<file path="src/rtl/tt_serial_byte_framer.sv">
// Serial-to-parallel byte framer: deserialises MSB-first frames, holds each completed
// byte with its popcount and parity, and exposes it through a 4-bit selectable window.
module tt_serial_byte_framer (
  input  logic [7:0] io_in,
  output logic [7:0] io_out
);

  localparam logic STATE_IDLE  = 1'b0;
  localparam logic STATE_SHIFT = 1'b1;

  logic       clk;
  logic       reset;
  logic       sdata;
  logic       sbit_valid;
  logic       frame_start;
  logic [1:0] sel;
  logic       ack;

  assign clk         = io_in[0];
  assign reset       = io_in[1];
  assign sdata       = io_in[2];
  assign sbit_valid  = io_in[3];
  assign frame_start = io_in[4];
  assign sel         = io_in[6:5];
  assign ack         = io_in[7];

  logic       state_q, state_d;
  logic [2:0] bcnt_q, bcnt_d;
  logic [7:0] sr_q, sr_d;
  logic [7:0] held_q, held_d;
  logic [3:0] popcount_q, popcount_d;
  logic       parity_q, parity_d;
  logic       word_ready_q, word_ready_d;
  logic       pending_q, pending_d;
  logic       overrun_q, overrun_d;
  logic       frame_err_q, frame_err_d;

  logic [7:0] next_byte;
  logic [3:0] window;

  function automatic logic [3:0] count_ones(input logic [7:0] v);
    logic [3:0] n;
    n = 4'd0;
    for (int i = 0; i < 8; i++) begin
      n = n + {3'b000, v[i]};
    end
    return n;
  endfunction

  assign next_byte = {sr_q[6:0], sdata};

  // Ack clears are applied first so that a same-cycle completion re-asserts pending.
  always_comb begin
    state_d      = state_q;
    bcnt_d       = bcnt_q;
    sr_d         = sr_q;
    held_d       = held_q;
    popcount_d   = popcount_q;
    parity_d     = parity_q;
    word_ready_d = 1'b0;
    pending_d    = pending_q;
    overrun_d    = overrun_q;
    frame_err_d  = frame_err_q;

    if (ack) begin
      pending_d = 1'b0;
      if (sel == 2'b11) begin
        overrun_d   = 1'b0;
        frame_err_d = 1'b0;
      end
    end

    if (frame_start) begin
      if (state_q == STATE_SHIFT && bcnt_q != 3'd0) begin
        frame_err_d = 1'b1;
      end
      state_d = STATE_SHIFT;
      bcnt_d  = 3'd0;
      if (sbit_valid) begin
        sr_d   = next_byte;
        bcnt_d = 3'd1;
      end
    end else if (state_q == STATE_SHIFT && sbit_valid) begin
      sr_d   = next_byte;
      bcnt_d = bcnt_q + 3'd1;
      if (bcnt_q == 3'd7) begin
        held_d       = next_byte;
        popcount_d   = count_ones(next_byte);
        parity_d     = ^next_byte;
        word_ready_d = 1'b1;
        pending_d    = 1'b1;
        if (pending_q && !ack) begin
          overrun_d = 1'b1;
        end
      end
    end
  end

  always_ff @(posedge clk) begin
    if (reset) begin
      state_q      <= STATE_IDLE;
      bcnt_q       <= 3'd0;
      sr_q         <= 8'd0;
      held_q       <= 8'd0;
      popcount_q   <= 4'd0;
      parity_q     <= 1'b0;
      word_ready_q <= 1'b0;
      pending_q    <= 1'b0;
      overrun_q    <= 1'b0;
      frame_err_q  <= 1'b0;
    end else begin
      state_q      <= state_d;
      bcnt_q       <= bcnt_d;
      sr_q         <= sr_d;
      held_q       <= held_d;
      popcount_q   <= popcount_d;
      parity_q     <= parity_d;
      word_ready_q <= word_ready_d;
      pending_q    <= pending_d;
      overrun_q    <= overrun_d;
      frame_err_q  <= frame_err_d;
    end
  end

  always_comb begin
    window = 4'd0;
    case (sel)
      2'b00:   window = held_q[3:0];
      2'b01:   window = held_q[7:4];
      2'b10:   window = popcount_q;
      default: window = {overrun_q, frame_err_q, 2'b00};
    endcase
  end

  assign io_out = {pending_q,
                   (state_q == STATE_SHIFT) && (bcnt_q != 3'd0),
                   parity_q,
                   word_ready_q,
                   window};

endmodule
</file>
<file path="config.mk">
export PLATFORM = sky130hd
export DESIGN_NAME = tt_serial_byte_framer
export DESIGN_NICKNAME = d
export VERILOG_FILES = /design/src/rtl/tt_serial_byte_framer.sv
export SDC_FILE = /design/constraint.sdc
export NUM_CORES = 1
export LEC_CHECK = 0
export BUFFER_PORTS_ARGS = -buffer_cell sky130_fd_sc_hd__buf_2
export CAP_MARGIN = 30
export CORE_MARGIN = 4
export CORE_UTILIZATION = 23
export DETAILED_ROUTE_END_ITERATION = 16
export PLACE_DENSITY_LB_ADDON = 0.15
export SYNTH_ARGS = -nofsm -noshare
export SYNTH_HDL_FRONTEND = slang
export SYNTH_SLANG_ARGS = --single-unit
</file>
<file path="constraint.sdc">
create_clock -name io_in -period 3.5 [get_ports io_in]
set_input_delay 0.875 -clock io_in [delete_from_list [all_inputs] [get_ports io_in]]
set_output_delay 0.875 -clock io_in [all_outputs]
set_load 0.01 [all_outputs]
</file>
==> results of run 1 <==
[cell usage after synthesis, types with 2 or more instances]
cell,n
a21o_1,2
a21oi_1,10
a21oi_2,3
buf_2,2
buf_4,5
buf_6,3
clkbuf_1,2
dfxtp_1,28
fa_1,4
ha_1,7
inv_1,12
mux2i_1,11
mux4_2,2
nand2_1,24
nand2b_1,2
nand3_1,2
nor2_1,13
nor2b_1,2
nor3_1,2
o21ai_0,3
xnor2_1,3
xnor3_1,2
[logic make-up after synthesis]
family / count (synthesis) / share of synthesized area [%]
AOI/OAI and AO/OA: 22 / 10.1
adders and majority gates: 11 / 11.5
xor gates and xnor gates: 5 / 4.88
buffers and inverters: 24 / 9.17
DFF: 28 / 38.4
and+or+nand+nor: 50 / 15.3
muxes: 13 / 10.6
[state kept, by name, indices dropped and copies added, names as in the netlist]
signal        cells
overrun_q         1
state_q           1
pending_q         1
frame_err_q       1
parity_q          1
sr_q              7
word_ready_q      1
bcnt_q            3
held_q            8
popcount_q        4
[path summary, 6_finish.rpt]
check,start,to,slack (ps),cells after the start
max,io_in[2],popcount_q[2],-600,12
min,io_in[4],bcnt_q[2],50,3
max reg2reg,sr_q[0],popcount_q[2],540,11
min reg2reg,popcount_q[3],popcount_q[3],460,2
[stage by stage]
step	TNS, ps	instances
4_1_cts	-1940	290
3_5_place_dp	-1960	224
6_report	-1610	290
2_1_floorplan	-1940	153
5_1_grt	-1770	290
3_3_place_gp	-1960	224
[routing by layer]
layer	share of wire [%]	GRT usage (%)
met2	46	16.1
met3	8.8	30.2
met1	39	10.6
met4	5.9	46.2
met5	0	3.90
[power breakdown]
group | leakage [nW] | switching (W) | total (W) | internal (W)
logic | 0.0745 | 0 | 0.0000000000745 | 0
clock network | 0.732 | 0.00131 | 0.00327 | 0.00197
registers | 0.241 | 0 | 0.000356 | 0.000356
[cell type report]
cell class	instances	share of cell area, %
Clock buffer	65	32.4
Clock inverter	11	4.70
Inverter	6	0.940
Multi-Input combinational cell	101	33.8
Sequential cell	28	23.4
Tap cell	75	3.92
Timing Repair Buffer	4	0.836
[timing repair]
| item | in CTS | in global routing |
|---|---|---|
| endpoints found under the setup margin | 6 | 4 |
| resized for setup | 8 | 5 |
| pin swaps | 10 | 3 |
| buffers inserted | 1 | 0 |
[critical path, stage by stage]
cell and delay (ps):
buf_8 100, fa_1 510, inv_1 50, fa_1 520
fa_2 450, inv_2 70, ha_4 130, inv_2 40
fa_2 390, xnor2_2 120, nand2_1 80, a21oi_2 110
==> out/metrics.yaml, run 1 <==
fillers: 593
io_buffers: 8
synth_cell_types: 31
grt_usage_pct: 21.0
syn_area_per_cell_sq_um: 9.54
seq_area_frac_synth_pct: 38.4
mostFrequentLayoutCells: "51 x clkbuf_8, 28 x dfxtp_1, 23 x nand2_1"
dr_total_vias: 1356
outcome: "finished with violations"
synth-seq-cells: 28
grt_pass1_wl_mm: 8.85
cts_hold_buffers: 0
drv_slew: 0
synthArstFlopShare_pct: 0
drcViolationCount: 0
relSlewSlack_pct: 75.4
hold_path.class: "clk -> reg"
final_area_sq_mm: 0.00239
peakVddDrop_uv: 632
dieWidth_microns: 87.7
layout_commonest_cell: "clkbuf_8"
gp_congestion: 0.696
die_h_microns: 87.7
grt_overflow_total: 0
synthTopCellsByArea: "dfxtp_1 38%, mux2i_1 7.5%, nand2_1 6.2%, ha_1 6.0%, fa_1 5.5%"
post-route-util_pct: 39.7
cts_tree: "yes"
core_sq_mm: 0.00603
cap_violations: 0
synth_top_area_share_pct: 38.4
worst_pin_slew_ps: 368
dp_slack_ps: -689
initial_core_util_pct: 24.2
area.growth.synth_to_final_pct: 64.0
power_leakage_nw: 1.05
place_area_sq_mm: 0.00151
rows: 28
drive_gt1_share_pct: 39.1
hold_violations: 0
failed_checks: "setup timing"
multi_input_area_sq_um: 810
ys.warnings.count: 0
wire_per_inst_microns: 15.9
grt_pass1_vias: 2152
setup_slack_ps: -599
synth_top_cell_by_area: "dfxtp_1"
final-setup-viol-count: 4
final_nets: 220
powerDensity_mw_per_mm2: 1520
crit_required_ps: 3730
syn_inst: 153
rsz0062_at_grt: "true"
crit_fanout: 2
ant_nets: 0
start_kind: "clock port"
vias_per_cell: 4.68
hpwlAfterDp_mm: 2.27
worstSetupPathType: "clk -> reg"
io_pins: 16
clkTransAtPathRegs_ps: 100
synth_edf_count: 0
wirelength_mm: 4.62
synth_flop_cell: "dfxtp_1"
firstDrtPassIters: 4
clock_latency_ps: 280
skew_ps: 2.91
critPathArrivalTime_ps: 4320
worstSetupEndpointType: "flip-flop"
holdWs_ps: 45.8
num_antenna_cells: 0
syn_nets: 172
register_area_sq_um: 561
die_area_sq_mm: 0.00769
antenna_found_initial: 0
grt_max_degree: 17
power.total_w: 0.00363
synthesis.area_sq_mm: 0.00146
dr.first_iter.drc_count: 224
Power figures use the tool's default switching activity.
==> inputs of run 2 (changes only) <==
==> constraint.sdc (replaced) <==
create_clock -name io_in -period 3.5 [get_ports io_in]
set_input_delay 0.35 -clock io_in [delete_from_list [all_inputs] [get_ports io_in]]
set_output_delay 0.35 -clock io_in [all_outputs]
set_load 0.01 [all_outputs]
==> out/metrics.yaml, run 2 (synthesized netlist as in run 1, its figures left out) <==
initial_core_util_pct: 24.2  # unchanged
drcViolationCount: 0  # unchanged
crit_fanout: 2  # unchanged
outcome: "finished with violations"
max_stage_delay_ps: 510  # about the same
r2r_cells: 11  # unchanged
hold_violations: 0  # unchanged
grt_max_degree: 17  # unchanged
rsz0062_at_grt: "true"
gp_congestion: 0.696  # unchanged
io_pins: 16  # unchanged
cpMaxStageDelayCell: "fa_1"
min_from: "io_in[4]"
crit_family: "adder cells"
top_regs: "held_q: 8 flops, sr_q: 7 flops, popcount_q: 4 flops"
hold_path.class: "clk -> reg"
grt_overflow_total: 0  # unchanged
area.growth.synth_to_final_pct: 64.4
start_kind: "clock port"
peakVddDrop_uv: 620  # -1.8%
final_nets: 221  # +0.45%
powerDensity_mw_per_mm2: 1500  # -0.75%
relSlewSlack_pct: 75.6  # +0.19 points
worst-path-buf-inv: 4  # unchanged
grt_usage_pct: 20.2  # -0.72 points
r2r-end: "popcount_q[2]"
setup_slack_ps: -577  # +21.4 ps
crit_required_ps: 3720  # about the same
die_area_sq_mm: 0.00769  # unchanged
final-setup-viol-count: 4  # unchanged
failed_checks: "setup timing"
drive_gt1_share_pct: 38.9  # -0.18 points
dieWidth_microns: 87.7  # unchanged
r2r_start: "sr_q[0]"
worstHoldPathCells: 3  # unchanged
largest_reg_flops: 8  # unchanged
antenna_found_initial: 0  # unchanged
fillers: 588  # -0.84%
grt_pass1_vias: 2090  # -2.9%
cts_hold_buffers: 0  # unchanged
die_h_microns: 87.7  # unchanged
dr_total_vias: 1347  # -0.66%
worst_pin_slew_ps: 365  # -2.92 ps
vias_per_cell: 4.63  # -1.0%
dr.first_iter.drc_count: 246  # +9.8%
mostFrequentLayoutCells: "52 x clkbuf_8, 28 x dfxtp_1, 23 x nand2_1"
critPathArrivalTime_ps: 4300  # -20 ps
grt_pass1_wl_mm: 8.44  # -4.7%
rows: 28  # unchanged
io_buffers: 8  # unchanged
num_antenna_cells: 0  # unchanged
place_inst: 224  # unchanged
skew_ps: 3.44  # +0.536 ps
clkTransAtPathRegs_ps: 100  # about the same
drv_slew: 0  # unchanged
reg2reg_slack_ps: 570  # +30 ps
cts_tree: "yes"
ant_nets: 0  # unchanged
worstSetupPathType: "clk -> reg"
firstDrtPassIters: 7  # +3
layout_commonest_cell: "clkbuf_8"
core_sq_mm: 0.00603  # unchanged
stdcell_count: 291  # +0.34%
clock_latency_ps: 280  # about the same
holdPathEnd: "bcnt_q[1]"
hpwlAfterDp_mm: 2.27  # unchanged
crit_chain: "buf_8 > fa_1 > inv_1 > fa_1 > fa_2 > inv_2 > ha_4 > inv_2 > fa_2 > xnor2_2 > nand2_1 > a21oi_2"
largest_register: "held_q"
power_leakage_nw: 1.05  # +0.20%
worstSetupEndpointType: "flip-flop"
dp_slack_ps: -689  # unchanged
cap_violations: 0  # unchanged
wire_per_inst_microns: 14.9  # -6.6%
wirelength_mm: 4.33  # -6.3%
[run 2: cell count changes in the layout (fill, tap and decap cells not counted)]
cell,change
clkbuf_8,+1
o21ai_1,-1
nor2b_4,-1
o21ai_0,+1
nor2b_1,+1
[run 2: report_power, final]
part           switching [W]  internal, W  leakage (nW)
Sequential                 0     0.000356         0.241
Clock                0.00128      0.00198         0.734
Combinational              0            0        0.0745
Total                0.00128      0.00233          1.05
[run 2: worst reg2reg max path, delay by kind of cell, from the launching register on]
family	cells	cell delay [ps]
adder cells (fa/ha/maj)	5	2020
flip-flops	1	370
buffers and inverters	3	160
XOR/XNOR	1	120
AO/OA/AOI/OAI	1	110
AND/OR/NAND/NOR	1	80
[run 2: how the worst max path moves through the flow]
| stage | slack, ps | start | cells past startpoint | endpoint |
|---|---|---|---|---|
| 2_1_floorplan | -670 | io_in[2] | 9 | popcount_q[1] |
| 3_3_place_gp | -690 | io_in[2] | 11 | popcount_q[2] |
| 3_5_place_dp | -690 | io_in[2] | 11 | popcount_q[2] |
| 4_1_cts | -690 | io_in[2] | 12 | popcount_q[2] |
| 5_1_grt | -590 | io_in[2] | 10 | popcount_q[1] |
| 6_report | -580 | io_in[2] | 12 | popcount_q[2] |
[run 2: repair_timing]
| action | in CTS | in global routing |
|---|---|---|
| gates cloned | 0 | 0 |
| resized for setup | 5 | 5 |
| setup buffers | 1 | 0 |
| pin swaps | 10 | 4 |
| setup endpoints to repair | 4 | 4 |
[run 2: final cells by class]
class	instances	area, sq um	share of cell area, %
clock buffers	66	790	32.9
inverters	6	22.5	0.938
multi-input cells	101	802	33.4
repair buffers	4	20.0	0.834
clock inverters	11	113	4.69
well taps	75	93.8	3.91
flip-flops and latches	28	561	23.3
[run 2: routing by layer]
metal / global-route usage [%] / vias up / wire, microns
met2: 14.3 / 81 / 1960
met1: 10.0 / 624 / 1590
met4: 45.3 / 0 / 306
met3: 31.0 / 32 / 469
met5: 2.60 / - / 0
li1: - / 610 / -
[run 2: metrics by stage]
step           setup TNS, ps  area, sq um  hold WS, ps  utilization, %  power [W]
2_1_floorplan          -1940         1470          144               -    0.00138
3_3_place_gp           -1960         1510         62.4            25.1    0.00117
3_5_place_dp           -1960         1510         62.4            25.1    0.00117
4_1_cts                -1940         2390         40.5            39.6    0.00372
5_1_grt                -1580         2400        -20.8            39.8    0.00404
6_report               -1520         2400         44.9            39.8    0.00361
==> inputs of run 3 (changes only) <==
--- a/config.mk
+++ b/config.mk
@@ -10,7 +10,7 @@
 export CORE_MARGIN = 4
 export CORE_UTILIZATION = 23
 export DETAILED_ROUTE_END_ITERATION = 16
-export PLACE_DENSITY_LB_ADDON = 0.15
+export PLACE_DENSITY = 0.48
 export SYNTH_ARGS = -nofsm -noshare
 export SYNTH_HDL_FRONTEND = slang
 export SYNTH_SLANG_ARGS = --single-unit
==> out/metrics.yaml, run 3 (synthesized netlist as in run 1, its figures left out) <==
outcome: "finished with violations"
failed_checks: "setup timing"
peakVddDrop_uv: 825  # +33%
largest_reg_flops: 8  # unchanged
start_kind: "clock port"
final-setup-viol-count: 4  # unchanged
wirelength_mm: 4.57  # +5.7%
cts_hold_buffers: 0  # unchanged
vias_per_cell: 4.66  # +0.67%
fin_setup_tns_ps: -1720  # -202 ps
mostFrequentLayoutCells: "50 x clkbuf_8, 28 x dfxtp_1, 23 x nand2_1"
dr_total_vias: 1356  # +0.67%
antenna_found_initial: 0  # unchanged
firstDrtPassIters: 6  # -1
hold_path.class: "clk -> reg"
rows: 28  # unchanged
crit_required_ps: 3710  # about the same
initial_core_util_pct: 24.2  # unchanged
worst_pin_slew_ps: 387  # +21.6 ps
top_regs: "held_q: 8 flops, sr_q: 7 flops, popcount_q: 4 flops"
worstSetupEndpointType: "flip-flop"
final_nets: 222  # +0.45%
num_antenna_cells: 0  # unchanged
hpwlAfterDp_mm: 2.05  # -9.5%
cap_violations: 0  # unchanged
setup_slack_ps: -611  # -33.9 ps
hold_violations: 0  # unchanged
core_sq_mm: 0.00603  # unchanged
crit_fanout: 2  # unchanged
critPathArrivalTime_ps: 4320  # +20 ps
powerDensity_mw_per_mm2: 1530  # +1.4%
relSlewSlack_pct: 74.2  # -1.4 points
drv_slew: 0  # unchanged
area.growth.synth_to_final_pct: 64.0
gp_congestion: 0.769  # +10%
worstSetupPathType: "clk -> reg"
ant_nets: 0  # unchanged
layout_commonest_cell: "clkbuf_8"
grt_pass1_vias: 2208  # +5.6%
drive_gt1_share_pct: 39.4  # +0.46 points
io_buffers: 8  # unchanged
dr.first_iter.drc_count: 166  # -33%
fillers: 580  # -1.4%
rsz0062_at_grt: "true"
die_h_microns: 87.7  # unchanged
clock_latency_ps: 280  # about the same
clkTransAtPathRegs_ps: 100  # about the same
dieWidth_microns: 87.7  # unchanged
wire_per_inst_microns: 15.7  # +5.7%
grt_overflow_total: 0  # unchanged
grt_pass1_wl_mm: 8.10  # -4.0%
cts_tree: "yes"
io_pins: 16  # unchanged
die_area_sq_mm: 0.00769  # unchanged
power_leakage_nw: 1.04  # -1.1%
grt_max_degree: 16  # -1
skew_ps: 2.56  # -0.881 ps
grt_usage_pct: 19.7  # -0.59 points
drcViolationCount: 0  # unchanged
largest_register: "held_q"
holdWs_ps: 34.6  # -10.3 ps
run 3: area by class of cell:
cell class / instances / area [sq um] / share of cell area [%]
multi-input combinational: 101 / 811 / 33.9
clock buffer: 65 / 779 / 32.5
sequential: 28 / 561 / 23.4
clock inverter: 12 / 108 / 4.49
tap: 75 / 93.8 / 3.92
inverter: 6 / 22.5 / 0.940
timing repair buffer: 4 / 20.0 / 0.836
run 3: per-stage QoR:
step	total power [W]	cell area (sq um)	std cells	worst slack (ps)	utilization, %
after floorplan	0.00138	1470	153	-673	-
after global placement	0.00117	1510	224	-689	25.1
after detailed placement	0.00117	1510	224	-689	25.1
after CTS	0.00372	2380	290	-702	39.5
after global routing	0.00405	2390	291	-687	39.7
final	0.00365	2390	291	-611	39.7
run 3: path summary, 6_finish.rpt:
check	start	to	cells past startpoint	slack, ps
setup / recovery	io_in[2]	popcount_q[1]	10	-610
hold / removal	io_in[4]	bcnt_q[1]	3	30
setup reg to reg	sr_q[0]	popcount_q[1]	9	570
hold reg to reg	held_q[1]	held_q[1]	2	470
run 3: power breakdown:
group	internal [W]	total, W	switching, W
combinational	0	0.0000000000745	0
sequential	0.000356	0.000356	0
clock	0.00194	0.00330	0.00136
total	0.00230	0.00365	0.00136
run 3: repair_timing:
action / in CTS / in global routing
endpoints found under the setup margin: 4 / 4
pin swaps: 11 / 6
setup buffers: 1 / 1
resized for setup: 9 / 2
run 3: metal layers:
metal | part of all wire (%) | up-vias | wire length [microns] | GRT usage (%)
met2 | 44 | 85 | 2000 | 13.8
met4 | 6.9 | 0 | 317 | 44.6
met1 | 36 | 622 | 1640 | 7.70
li1 | - | 614 | - | -
met5 | 0 | - | 0 | 4.55
met3 | 13 | 35 | 612 | 32.8
run 3: worst max-delay path: stages:
cell	delay [ps]
clkbuf_16	120
fa_1	500
inv_1	50
fa_1	460
fa_2	550
inv_2	50
ha_4	160
inv_2	50
fa_2	440
a211oi_2	190
